$ cat src/rtl/regfile_param_if.sv
// Register-file access bus: two registered read ports, one write port and the
// sweep-done status flag. The requester side is master, the register file is slave.
interface regfile_param_if #(
  parameter int unsigned DATA_WIDTH = 32,
  parameter int unsigned ADDR_WIDTH = 5
);
  logic [ADDR_WIDTH-1:0] ReadRegister1;
  logic [ADDR_WIDTH-1:0] ReadRegister2;
  logic [ADDR_WIDTH-1:0] WriteRegister;
  logic [DATA_WIDTH-1:0] WriteData;
  logic                  RegWrite;
  logic [DATA_WIDTH-1:0] ReadData1;
  logic [DATA_WIDTH-1:0] ReadData2;
  logic                  Ready;

  modport master (
    output ReadRegister1, ReadRegister2, WriteRegister, WriteData, RegWrite,
    input  ReadData1, ReadData2, Ready
  );

  modport slave (
    input  ReadRegister1, ReadRegister2, WriteRegister, WriteData, RegWrite,
    output ReadData1, ReadData2, Ready
  );
endinterface

$ cat src/rtl/regfile_param.sv
// Parameterised 1W/2R register file: registered reads, clear-on-reset sweep and an
// optional hardwired zero register. Define REGFILE_BYPASS_EN for same-edge write-to-read forwarding.
module regfile_param #(
  parameter int unsigned DATA_WIDTH = 32,
  parameter int unsigned ADDR_WIDTH = 5,
  parameter bit          ZERO_REG   = 1'b1
) (
  input  logic           Clk,
  input  logic           Rst,
  regfile_param_if.slave bus
);

  localparam int unsigned DEPTH = 2 ** ADDR_WIDTH;
  localparam logic [ADDR_WIDTH-1:0] LAST_IDX = {ADDR_WIDTH{1'b1}};

  typedef enum logic {CLEAR, RUN} state_t;

  state_t                state;
  state_t                stateNext;
  logic [ADDR_WIDTH-1:0] clearIdx;
  logic [DATA_WIDTH-1:0] mem [DEPTH];
  logic                  isRun;
  logic                  writeEn;
  logic [DATA_WIDTH-1:0] rdNext1;
  logic [DATA_WIDTH-1:0] rdNext2;

  assign isRun   = (state == RUN);
  // Writes to entry 0 vanish when it is the hardwired zero register.
  assign writeEn = isRun && bus.RegWrite && !(ZERO_REG && (bus.WriteRegister == '0));

  always_ff @(posedge Clk) begin
    if (Rst) begin
      state <= CLEAR;
    end else begin
      state <= stateNext;
    end
  end

  always_comb begin
    stateNext = state;
    case (state)
      CLEAR:   if (clearIdx == LAST_IDX) stateNext = RUN;
      RUN:     stateNext = RUN;
      default: stateNext = CLEAR;
    endcase
  end

  // Read-data selection; the zero-register rule overrides forwarding.
  always_comb begin
    rdNext1 = '0;
    rdNext2 = '0;
    if (isRun) begin
      rdNext1 = mem[bus.ReadRegister1];
      rdNext2 = mem[bus.ReadRegister2];
`ifdef REGFILE_BYPASS_EN
      if (writeEn && (bus.WriteRegister == bus.ReadRegister1)) rdNext1 = bus.WriteData;
      if (writeEn && (bus.WriteRegister == bus.ReadRegister2)) rdNext2 = bus.WriteData;
`endif
      if (ZERO_REG && (bus.ReadRegister1 == '0)) rdNext1 = '0;
      if (ZERO_REG && (bus.ReadRegister2 == '0)) rdNext2 = '0;
    end
  end

  always_ff @(posedge Clk) begin
    if (Rst) begin
      clearIdx      <= '0;
      bus.ReadData1 <= '0;
      bus.ReadData2 <= '0;
      bus.Ready     <= 1'b0;
    end else begin
      if (state == CLEAR) clearIdx <= ADDR_WIDTH'(clearIdx + 1'b1);
      bus.ReadData1 <= rdNext1;
      bus.ReadData2 <= rdNext2;
      bus.Ready     <= (stateNext == RUN);
    end
  end

  // Storage has no reset of its own; the sweep clears it one entry per cycle.
  always_ff @(posedge Clk) begin
    if (!Rst) begin
      if (state == CLEAR) begin
        mem[clearIdx] <= '0;
      end else if (writeEn) begin
        mem[bus.WriteRegister] <= bus.WriteData;
      end
    end
  end

endmodule
$ cat src/flat_wrapper.sv
// flat-port wrapper written by rule: the top's interface ports become plain ports
module regfile_param_flat 
#(
  parameter int unsigned DATA_WIDTH = 32,
  parameter int unsigned ADDR_WIDTH = 5,
  parameter bit          ZERO_REG   = 1'b1
)
  (Clk, Rst, bus_ReadRegister1, bus_ReadRegister2, bus_WriteRegister, bus_WriteData, bus_RegWrite, bus_ReadData1, bus_ReadData2, bus_Ready);
  regfile_param_if #(.DATA_WIDTH(DATA_WIDTH), .ADDR_WIDTH(ADDR_WIDTH)) bus_i ();
  input  logic Clk;
  input  logic Rst;
  input wire logic [$bits(bus_i.ReadRegister1)-1:0] bus_ReadRegister1;
  input wire logic [$bits(bus_i.ReadRegister2)-1:0] bus_ReadRegister2;
  input wire logic [$bits(bus_i.WriteRegister)-1:0] bus_WriteRegister;
  input wire logic [$bits(bus_i.WriteData)-1:0] bus_WriteData;
  input wire logic [$bits(bus_i.RegWrite)-1:0] bus_RegWrite;
  output wire logic [$bits(bus_i.ReadData1)-1:0] bus_ReadData1;
  output wire logic [$bits(bus_i.ReadData2)-1:0] bus_ReadData2;
  output wire logic [$bits(bus_i.Ready)-1:0] bus_Ready;
  assign bus_i.ReadRegister1 = bus_ReadRegister1;
  assign bus_i.ReadRegister2 = bus_ReadRegister2;
  assign bus_i.WriteRegister = bus_WriteRegister;
  assign bus_i.WriteData = bus_WriteData;
  assign bus_i.RegWrite = bus_RegWrite;
  assign bus_ReadData1 = bus_i.ReadData1;
  assign bus_ReadData2 = bus_i.ReadData2;
  assign bus_Ready = bus_i.Ready;
  regfile_param #(.DATA_WIDTH(DATA_WIDTH), .ADDR_WIDTH(ADDR_WIDTH), .ZERO_REG(ZERO_REG)) u_core (.Clk(Clk), .Rst(Rst), .bus(bus_i));
endmodule
$ cat config.mk
export PLATFORM = sky130hd
export DESIGN_NAME = regfile_param_flat
export DESIGN_NICKNAME = d
export VERILOG_FILES = /design/src/rtl/regfile_param_if.sv /design/src/rtl/regfile_param.sv /design/src/flat_wrapper.sv
export SDC_FILE = /design/constraint.sdc
export NUM_CORES = 1
export LEC_CHECK = 0
export BUFFER_PORTS_ARGS = -buffer_cell sky130_fd_sc_hd__buf_2
export CAP_MARGIN = 0
export CELL_PAD_IN_SITES_DETAIL_PLACEMENT = 1
export CELL_PAD_IN_SITES_GLOBAL_PLACEMENT = 1
export CORE_MARGIN = 2
export CORE_UTILIZATION = 29
export CTS_CLUSTER_DIAMETER = 120
export DETAILED_ROUTE_END_ITERATION = 8
export HOLD_SLACK_MARGIN = 0.02
export PLACE_DENSITY = 0.57
export SLEW_MARGIN = 20
export SYNTH_ARGS = -nofsm -noshare
export SYNTH_HDL_FRONTEND = slang
export SYNTH_SLANG_ARGS = --single-unit
$ cat constraint.sdc
create_clock -name Clk -period 6.5 [get_ports Clk]
set_input_delay 1.3 -clock Clk [delete_from_list [all_inputs] [get_ports Clk]]
set_output_delay 1.3 -clock Clk [all_outputs]
set_load 0.02 [all_outputs]
* Yosys cells after proc, flatten, opt, wreduce, memory -nomap -nowiden
Memory sizes are Yosys's and may differ from the RTL's. A register that Yosys moved wholly into a read port is not among the register bits.
Cells that the tools add are included.
** Cells by class
- Add/subtract/negate cells :: 1
- Eq/ne operators :: 1
- Muxes and demuxes :: 12
- Bitwise logic cells :: 1
- Reduce and logical (&&, ||, !) cells :: 9
** Operators with widths (number)
- $mux W32 :: 1
- $reduce_or A32 Y1 :: 1
- $logic_not A5 Y1 :: 3
- $mux W1 :: 9
- $reduce_or A3 Y1 :: 2
- $add A5 B1 Y5 const B :: 1
- $eq A5 B5 Y1 const B :: 1
- $mux W5 :: 1
- $logic_and A1 B1 Y1 :: 2
- $pmux W1 S2 :: 1
- $logic_not A1 Y1 :: 1
- $not A1 Y1 :: 1
** Storage, ports and cells
- Register bits after elaboration :: 6
- Bits in writable memories :: 1024
- Input port bits :: 50
- Memories kept :: 1
** Memory list
- u_core.mem :: words 32, width 32, rd ports 2, clocked after Yosys merged registers in 2, wr ports 1, RTL line regfile_param.sv:21 : logic [DATA_WIDTH-1:0] mem [DEPTH];

* Depth between registers and ports, before layout
Gate-level depths: netlist of the first run.
- Word-level depth :: 9
- Mapped depth :: 9

* Worst setup path before layout of the first run
No wires, ideal clock.
- Path kind :: input-to-reg
- Start point :: input bus_WriteRegister[1]
- End point :: memory u_core.mem[19][0] (enable)
- Data arrival time :: 5.356 ns
- Slack :: 0.642 ns
- Cell stages on the path :: 4
- Path buffers :: 0
- Cells stage by stage :: or2_1 > o41ai_4 > a21boi_1 > nor4_1
** On the way
- Longest elaborated chain between the ends :: 9
** RTL lines
- start: declaration :: RTL line flat_wrapper.sv:14 : input wire logic [$bits(bus_i.WriteRegister)-1:0] bus_WriteRegister;
- $logic_not A5 Y1 :: RTL line regfile_param.sv:29 : assign writeEn = isRun && bus.RegWrite && !(ZERO_REG && (bus.WriteRegister == '0));
- $logic_not A1 Y1 :: RTL line regfile_param.sv:29
- $logic_and A1 B1 Y1 :: RTL line regfile_param.sv:29
- $mux W1 :: RTL line regfile_param.sv:83 : end else if (writeEn) begin
- $mux W1 :: RTL line regfile_param.sv:81 : if (state == CLEAR) begin
- $mux W1 :: RTL line regfile_param.sv:80 : if (!Rst) begin
- $mux W1 (implied by the code) :: RTL line regfile_param.sv:84 : mem[bus.WriteRegister] <= bus.WriteData;
- $reduce_or A32 Y1 (no source line)
- $mux W5 (no source line) or $mux W1 (tied branches)
- end: declaration :: RTL line regfile_param.sv:21
Several ways; a longest one is shown, not always the timed one.

* Final worst setup path of the first run
- Start point :: input Rst
- End point :: memory u_core.mem[22][31] (enable)
** On the way
- Longest elaborated chain between the ends :: 4
** RTL lines
- start: declaration :: RTL line flat_wrapper.sv:11 : input logic Rst;
- $mux W1 :: RTL line regfile_param.sv:80
- $mux W1 (implied by the code) :: RTL line regfile_param.sv:84
- $reduce_or A32 Y1 (no source line)
- $mux W5 (no source line) or $mux W1 (tied branches)
Several ways; a longest one is shown, not always the timed one.

==> run metrics, run 1 <==
Switching Fraction 0.2208; setup TNS 0 ns; Worst Max-Slew Pin Slew between 1 and 1.5 ns; Congestion Overflow GR 0; vias in the first global route slightly below 30000; worst r2r path cells 7; most common cell in the netlist edfxtp_1; Worst EP arrival around 4.4 ns; largest net degree at the start of global routing ~120; Area growth, synth to finish 15.22%; Met1 Wirelength about 71000 um; ANT nets after route 0; Place WS 1.756 ns; RR Startpoint u_core.isRun; Post-Syn Instances between 2000 and 2500; dominant cells by area after synthesis edfxtp_1, mux4_2, mux2i_1, dfxtp_1, o221ai_1; Top Metal Used met4; CTS Buf Count around 120; 1st-iter DRT viols approximately 2700; area of the multi-input gates ~16000 sq um; hold_buf cts 0; Die X between 400 and 500 um; Synthesized Nets 2475; Vias approximately 28000; synth cell count leaders edfxtp_1, mux4_2, mux2i_1; status finished clean; HP Start u_core.clearIdx[1]; ys flop type edfxtp_1; GRT Total Usage 0.1906; final setup vio count 0; Hold Path Stages 2; power per cell area between 200 and 300 nW/um^2; sequential share of power 0.502; Peak Freq between 200 and 250 MHz; Synth area leader edfxtp_1; FFs w/ async S/R, synth 0; cts repair resizes 0; Min-Delay Endpoint u_core.clearIdx[1]; ratio of final minimum period to clock period 0.6260; Unique masters post-synth 54; flops & latches, synth ~1100; drt drc 0; die height just over 400 um; EDFF count, synth approximately 1000; DRT Pass-1 Iters 5; crit path time final just over 4 ns; total wire length 166500 um; crit-path max FO 35; PnR worst setup slack between 2 and 2.5 ns; post-synth top area share 0.6264; nets 2616; initial core utilization 0.2929; power share of the clock group 0.443; worst vdd ir roughly 0.25 mV; Cell Area, Synth just under 50000 sq um; Syn Area/Cell ~20 sq um; Post-CTS Setup Inserts 0; share of layout cells above drive strength 1 0.3481; slew margin rel. 0.1918; clk buf depth 3; Die ar. ~170000 sq um; WL met2 81560 um; Hold Crit Class reg2reg; Leak 16.48 nW; TritonCTS clock tree yes; Post-DP HPWL 98840 um; critical path endpoint category flop; Worst-path clk slew about 0.060 ns; Setup crit start kind input pin; FF/Latch Area 32150 sq um; Yosys warning total 0; H-tree depth 3; Switch Pwr between 0.003 and 0.004 W; Seq/Total Area, Yosys 0.6549; Root Driver clkbuf_16; Gate power share 0.055; WL/cell 34.17 um; # rows 150; Fin. Hold Viols 0; DR WL met3 8951 um; unrepaired setup endpoints after global routing no; Core ar. about 170000 sq um; GPL Wtd Cong 0.8472; Vias per Instance 5.665; CP required 6.87 ns; first-pass GRT wire length roughly 230000 um; max cap viols 0; r2r endpoint u_core.mem[22][31]; antenna violations before repair 4; input/output buffers between 100 and 150; WS Path Type in2reg; worst-skew pair later-pin latency roughly 0.73 ns; number of fillers in the final layout 16550; I/O pins approximately 120; P_int approximately 0.012 W; clock sinks roughly 1100; reg-to-reg setup timing slack about 2.6 ns; Slew Viols, Final 0; Final Skew between 0.02 and 0.025 ns
## per-layer routing
layer / track usage / up-vias
li1: - / 10896
met1: 0.2562 / 15371
met2: 0.3168 / 1077
met3: 0.02855 / 254
met4: 0.06056 / 0
met5: 0 / -
## sequential cells by signal, summed over array words and instances (netlist names)
name and flops:
u_core.mem 1024, u_core.bus.ReadData1 32, u_core.bus.ReadData2 32, u_core.clearIdx 5, u_core.isRun 1
## area by class of cell
type	instances	share of cell area
Sequential cell	1094	0.5684
Multi-Input combinational cell	1127	0.2871
Clock buffer	160	0.05734
Tap cell	2204	0.04875
Timing Repair Buffer	216	0.02699
Clock inverter	63	0.01095
Inverter	6	0.0003982
Antenna cell	2	0.00008848
## worst max path at each step
stage                          from                 end  slack (ns)  depth (start not counted)
2_1_floorplan  bus_WriteRegister[1]   u_core.mem[19][0]        0.64                          4
3_3_place_gp                    Rst   u_core.mem[2][21]        1.87                          8
3_5_place_dp                    Rst  u_core.mem[22][24]        1.76                          8
4_1_cts                         Rst   u_core.mem[1][26]        2.51                          6
5_1_grt                         Rst   u_core.mem[22][3]        2.36                          8
6_report                        Rst  u_core.mem[22][31]        2.43                          8
## layout by cell type (no fill, tap or decap), types with 4 or more instances in the layout
cell	netlist	layout
nand3b_1	4	4
clkinv_2	0	24
and2_1	33	13
clkbuf_1	96	31
buf_4	14	93
nor2_1	20	10
o22a_1	32	32
clkbuf_8	0	9
nor3_1	49	34
and2_2	0	19
nor2_4	0	10
bufinv_16	0	11
edfxtp_1	1024	1024
inv_1	6	6
clkbuf_16	0	120
buf_8	0	5
nor3_2	0	15
a211oi_1	31	31
dfxtp_1	70	70
o221ai_1	63	63
o22ai_1	32	32
mux2i_1	256	256
nor2b_4	0	5
a2111oi_0	6	6
and3_1	4	4
buf_2	55	106
mux4_2	449	449
nor4_2	0	4
buf_12	0	10
a22o_1	62	62
clkinv_1	0	18
a2111oi_2	25	25
## power groups by stage
| stage | Clock, W | Sequential [W] | Combinational, W |
|---|---|---|---|
| global placement | 0 | 0.00781 | 0.000840 |
| global route | 0.00714 | 0.00767 | 0.000887 |
| CTS | 0.00690 | 0.00766 | 0.000853 |
| detailed placement | 0 | 0.00781 | 0.000851 |
| finish | 0.00677 | 0.00767 | 0.000843 |
| floorplan | 0 | 0.00780 | 0.000576 |
## per-stage QoR
step                        util  total power (W)  std cells  hold slack, ns  cell area (sq um)
after floorplan                -         0.008378       2423          0.5442              49090
after global placement    0.3139         0.008650       4644          0.5757              52610
after detailed placement  0.3142         0.008665       4646          0.5954              52650
after CTS                 0.3372          0.01542       4869          0.6123              56520
after global routing      0.3375          0.01570       4872          0.6730              56560
final                     0.3375          0.01529       4872          0.6239              56560
## cell families after synthesis
family / after synthesis / share of synthesized area
xor+xnor: 3 / 0.0005353
flops: 1094 / 0.6549
buf+inv: 202 / 0.02006
fa+ha+maj: 2 / 0.0005097
compound gates: 272 / 0.04909
simple gates: 145 / 0.01667
mux: 705 / 0.2582
## worst max-delay path: stages
cell and delay (ns):
buf_2 0.17, and3b_1 0.48, a21boi_4 0.26, buf_4 0.50, o211ai_1 0.18, buf_4 0.23
nor2_4 0.74, buf_4 0.52
Note: power is estimated with default switching activity, not from simulation.
==> inputs of run 2 (changes only) <==
==> constraint.sdc (replaced) <==
create_clock -name Clk -period 4.2 [get_ports Clk]
set_input_delay 0.84 -clock Clk [delete_from_list [all_inputs] [get_ports Clk]]
set_output_delay 0.84 -clock Clk [all_outputs]
set_load 0.02 [all_outputs]
==> run 2 against run 1 <==
- critical path depth shrank 3
- via count grew 1.1%
- worst setup slack lost 1.5 ns
- routed wire length grew 1.4%
- combinational power grew 63%
- core utilization grew 0.38 points
- die area is the same
- clock power grew 52%
- global-route usage grew 0.19 points
- clock skew shrank 0.00085 ns
- final cell count grew 1.1%
- critical path type is now reg2reg
==> run metrics, run 2 (synthesized netlist as in run 1, its figures left out) <==
Post-CTS Setup Inserts 0 (unchanged); input/output buffers 114 (unchanged); WS Path Type reg2reg (was in2reg); crit path time final between 3 and 4 ns; Vias per Instance 5.661 (was 5.665); max cap viols 0 (unchanged); reg-to-reg setup timing slack 0.91 ns (was 2.56 ns); Root Driver clkbuf_16 (unchanged); initial core utilization 0.2929 (unchanged); TritonCTS clock tree yes (unchanged); slew margin rel. 0.2474 (was 0.1918); 1st-iter DRT viols 2975 (was 2739); Die X 415.4 um (unchanged); worst vdd ir 0.3637 mV (was 0.2456 mV); Gate power share 0.058 (was 0.055); # rows 150 (unchanged); Core ar. 167600 sq um (unchanged); Worst EP arrival 3.70 ns (was 4.44 ns); Post-DP HPWL 97710 um (was 98840 um); Worst Setup SP u_core.isRun (was Rst); drt drc 0 (unchanged); Slew Viols, Final 0 (unchanged); worst r2r path cells 5 (was 7); total wire length 168900 um (was 166500 um); share of layout cells above drive strength 1 0.3523 (was 0.3481); Largest Register u_core.mem (unchanged); sequential share of power 0.504 (was 0.502); DRT Pass-1 Iters 5 (unchanged); Vias 27891 (was 27598); first-pass GRT wire length 235800 um (was 234800 um); r2r endpoint u_core.mem[5][23] (was u_core.mem[22][31]); status finished clean (unchanged); P_int 0.01828 W (was 0.01191 W); worst-skew pair later-pin latency 0.74 ns (was 0.73 ns); nets 2674 (was 2616); I/O pins 115 (unchanged); CP required 4.61 ns (was 6.87 ns); Final Skew 0.02102 ns (was 0.02186 ns); Worst Max-Slew Pin Slew 1.124 ns (was 1.207 ns); die height 415.4 um (unchanged); unrepaired setup endpoints after global routing no (unchanged); Fin. Hold Viols 0 (unchanged); most frequent cells in the layout edfxtp_1, mux4_2, mux2i_1 (unchanged); Worst-path clk slew 0.06 ns (about the same); final setup vio count 0 (unchanged); slowest CP cell nor2_4 (unchanged); Setup crit start kind flop (was input pin); RR Startpoint u_core.isRun (unchanged); GRT Total Usage 0.1925 (was 0.1906); Hold Path Stages 2 (unchanged); clk buf depth 3 (unchanged); Regs by FF count u_core.mem: 1024 flops, u_core.bus.ReadData1: 32 flops, u_core.bus.ReadData2: 32 flops (unchanged); power share of the clock group 0.437 (was 0.443); GPL Wtd Cong 0.7919 (was 0.8472); Congestion Overflow GR 0 (unchanged); slowest stage delay, CP 0.75 ns (was 0.74 ns); Leak 16.84 nW (was 16.48 nW); post-route cell area 57200 sq um (was 56560 sq um); max FFs per register 1024 (unchanged); Switch Pwr 0.005234 W (was 0.003375 W); ANT nets after route 0 (unchanged); placed inst area 53430 sq um (was 52650 sq um); vias in the first global route 29745 (was 29815); antenna violations before repair 3 (was 4); cts repair resizes 0 (unchanged); critical path endpoint category flop (unchanged); largest net degree at the start of global routing 99 (was 124); WL/cell 34.27 um (was 34.17 um); CTS Buf Count 118 (was 119); Area growth, synth to finish 16.52% (was 15.22%); Peak Freq slightly above 300 MHz; worst path cell trace and3b_1 > nor4bb_1 > a31oi_1 > nor2_4 > buf_12 (was buf_2 > and3b_1 > a21boi_4 > buf_4 > o211ai_1 > buf_4 > nor2_4 > buf_4); power per cell area 411.2 nW/um^2 (was 270.2 nW/um^2); Critical Path Sink u_core.mem[5][23] (was u_core.mem[22][31]); ratio of final minimum period to clock period 0.7827; most common cell after layout, fill and taps aside edfxtp_1 (unchanged); H-tree depth 3 (unchanged); Die ar. 172600 sq um (unchanged); Hold Crit Class in2reg (was reg2reg); setup TNS 0 ns (unchanged); number of fillers in the final layout 16441 (was 16550); hold_buf cts 0 (unchanged); crit-path max FO 20 (was 35); Switching Fraction 0.2226 (was 0.2208); clock sinks 1094 (unchanged)
[run 2: final cells by class]
class                   instances  area, sq um  area share
multi-input cells            1127        16240      0.2840
flip-flops and latches       1094        32150      0.5621
inverters                       6        22.52   0.0003938
clock buffers                 171         3323     0.05810
well taps                    2204         2758     0.04821
clock inverters                49        444.2    0.007766
repair buffers                275         2255     0.03942
diodes                          1        2.502  0.00004375
[run 2: worst min-delay path by stage]
stage / start / end / slack (ns)
after floorplan: u_core.clearIdx[1] / u_core.clearIdx[1] / 0.54
after global placement: u_core.clearIdx[1] / u_core.clearIdx[1] / 0.58
after detailed placement: u_core.clearIdx[1] / u_core.clearIdx[1] / 0.60
after CTS: Rst / u_core.clearIdx[2] / 0.35
after global routing: Rst / u_core.clearIdx[0] / 0.38
final: Rst / u_core.clearIdx[0] / 0.39
[run 2: power by group through the flow]
stage / logic, W / registers (W) / clock network, W
floorplan: 0.000892 / 0.0121 / 0
global placement: 0.00137 / 0.0121 / 0
detailed placement: 0.00138 / 0.0121 / 0
CTS: 0.00139 / 0.0119 / 0.0105
global route: 0.00144 / 0.0119 / 0.0109
finish: 0.00137 / 0.0119 / 0.0103
[run 2: stage by stage]
stage | hold WS (ns) | utilization | setup slack, ns | power [W] | instances
after global placement | 0.5792 | 0.3188 | 0.6502 | 0.01345 | 4706
final | 0.3942 | 0.3413 | 0.9125 | 0.02352 | 4927
after CTS | 0.3532 | 0.3412 | 0.9546 | 0.02374 | 4926
after detailed placement | 0.6029 | 0.3188 | 0.5402 | 0.01347 | 4706
after global routing | 0.3763 | 0.3413 | 0.7044 | 0.02417 | 4926
after floorplan | 0.5442 | - | -1.198 | 0.01297 | 2423
[run 2: layer usage]
metal / global-route usage / part of all wire / up-vias
met5: 0 / 0 / -
met4: 0.05307 / 0.028 / 0
li1: - / - / 11008
met3: 0.03212 / 0.064 / 259
met2: 0.3179 / 0.49 / 1172
met1: 0.2617 / 0.42 / 15452
[run 2: worst max-delay path, delay by kind of cell (launching register included)]
| family | cells | cell delay (ns) |
|---|---|---|
| buffers and inverters | 1 | 0.33 |
| AOI/OAI and AO/OA | 1 | 0.28 |
| DFF | 1 | 0.60 |
| and+or+nand+nor | 3 | 1.69 |
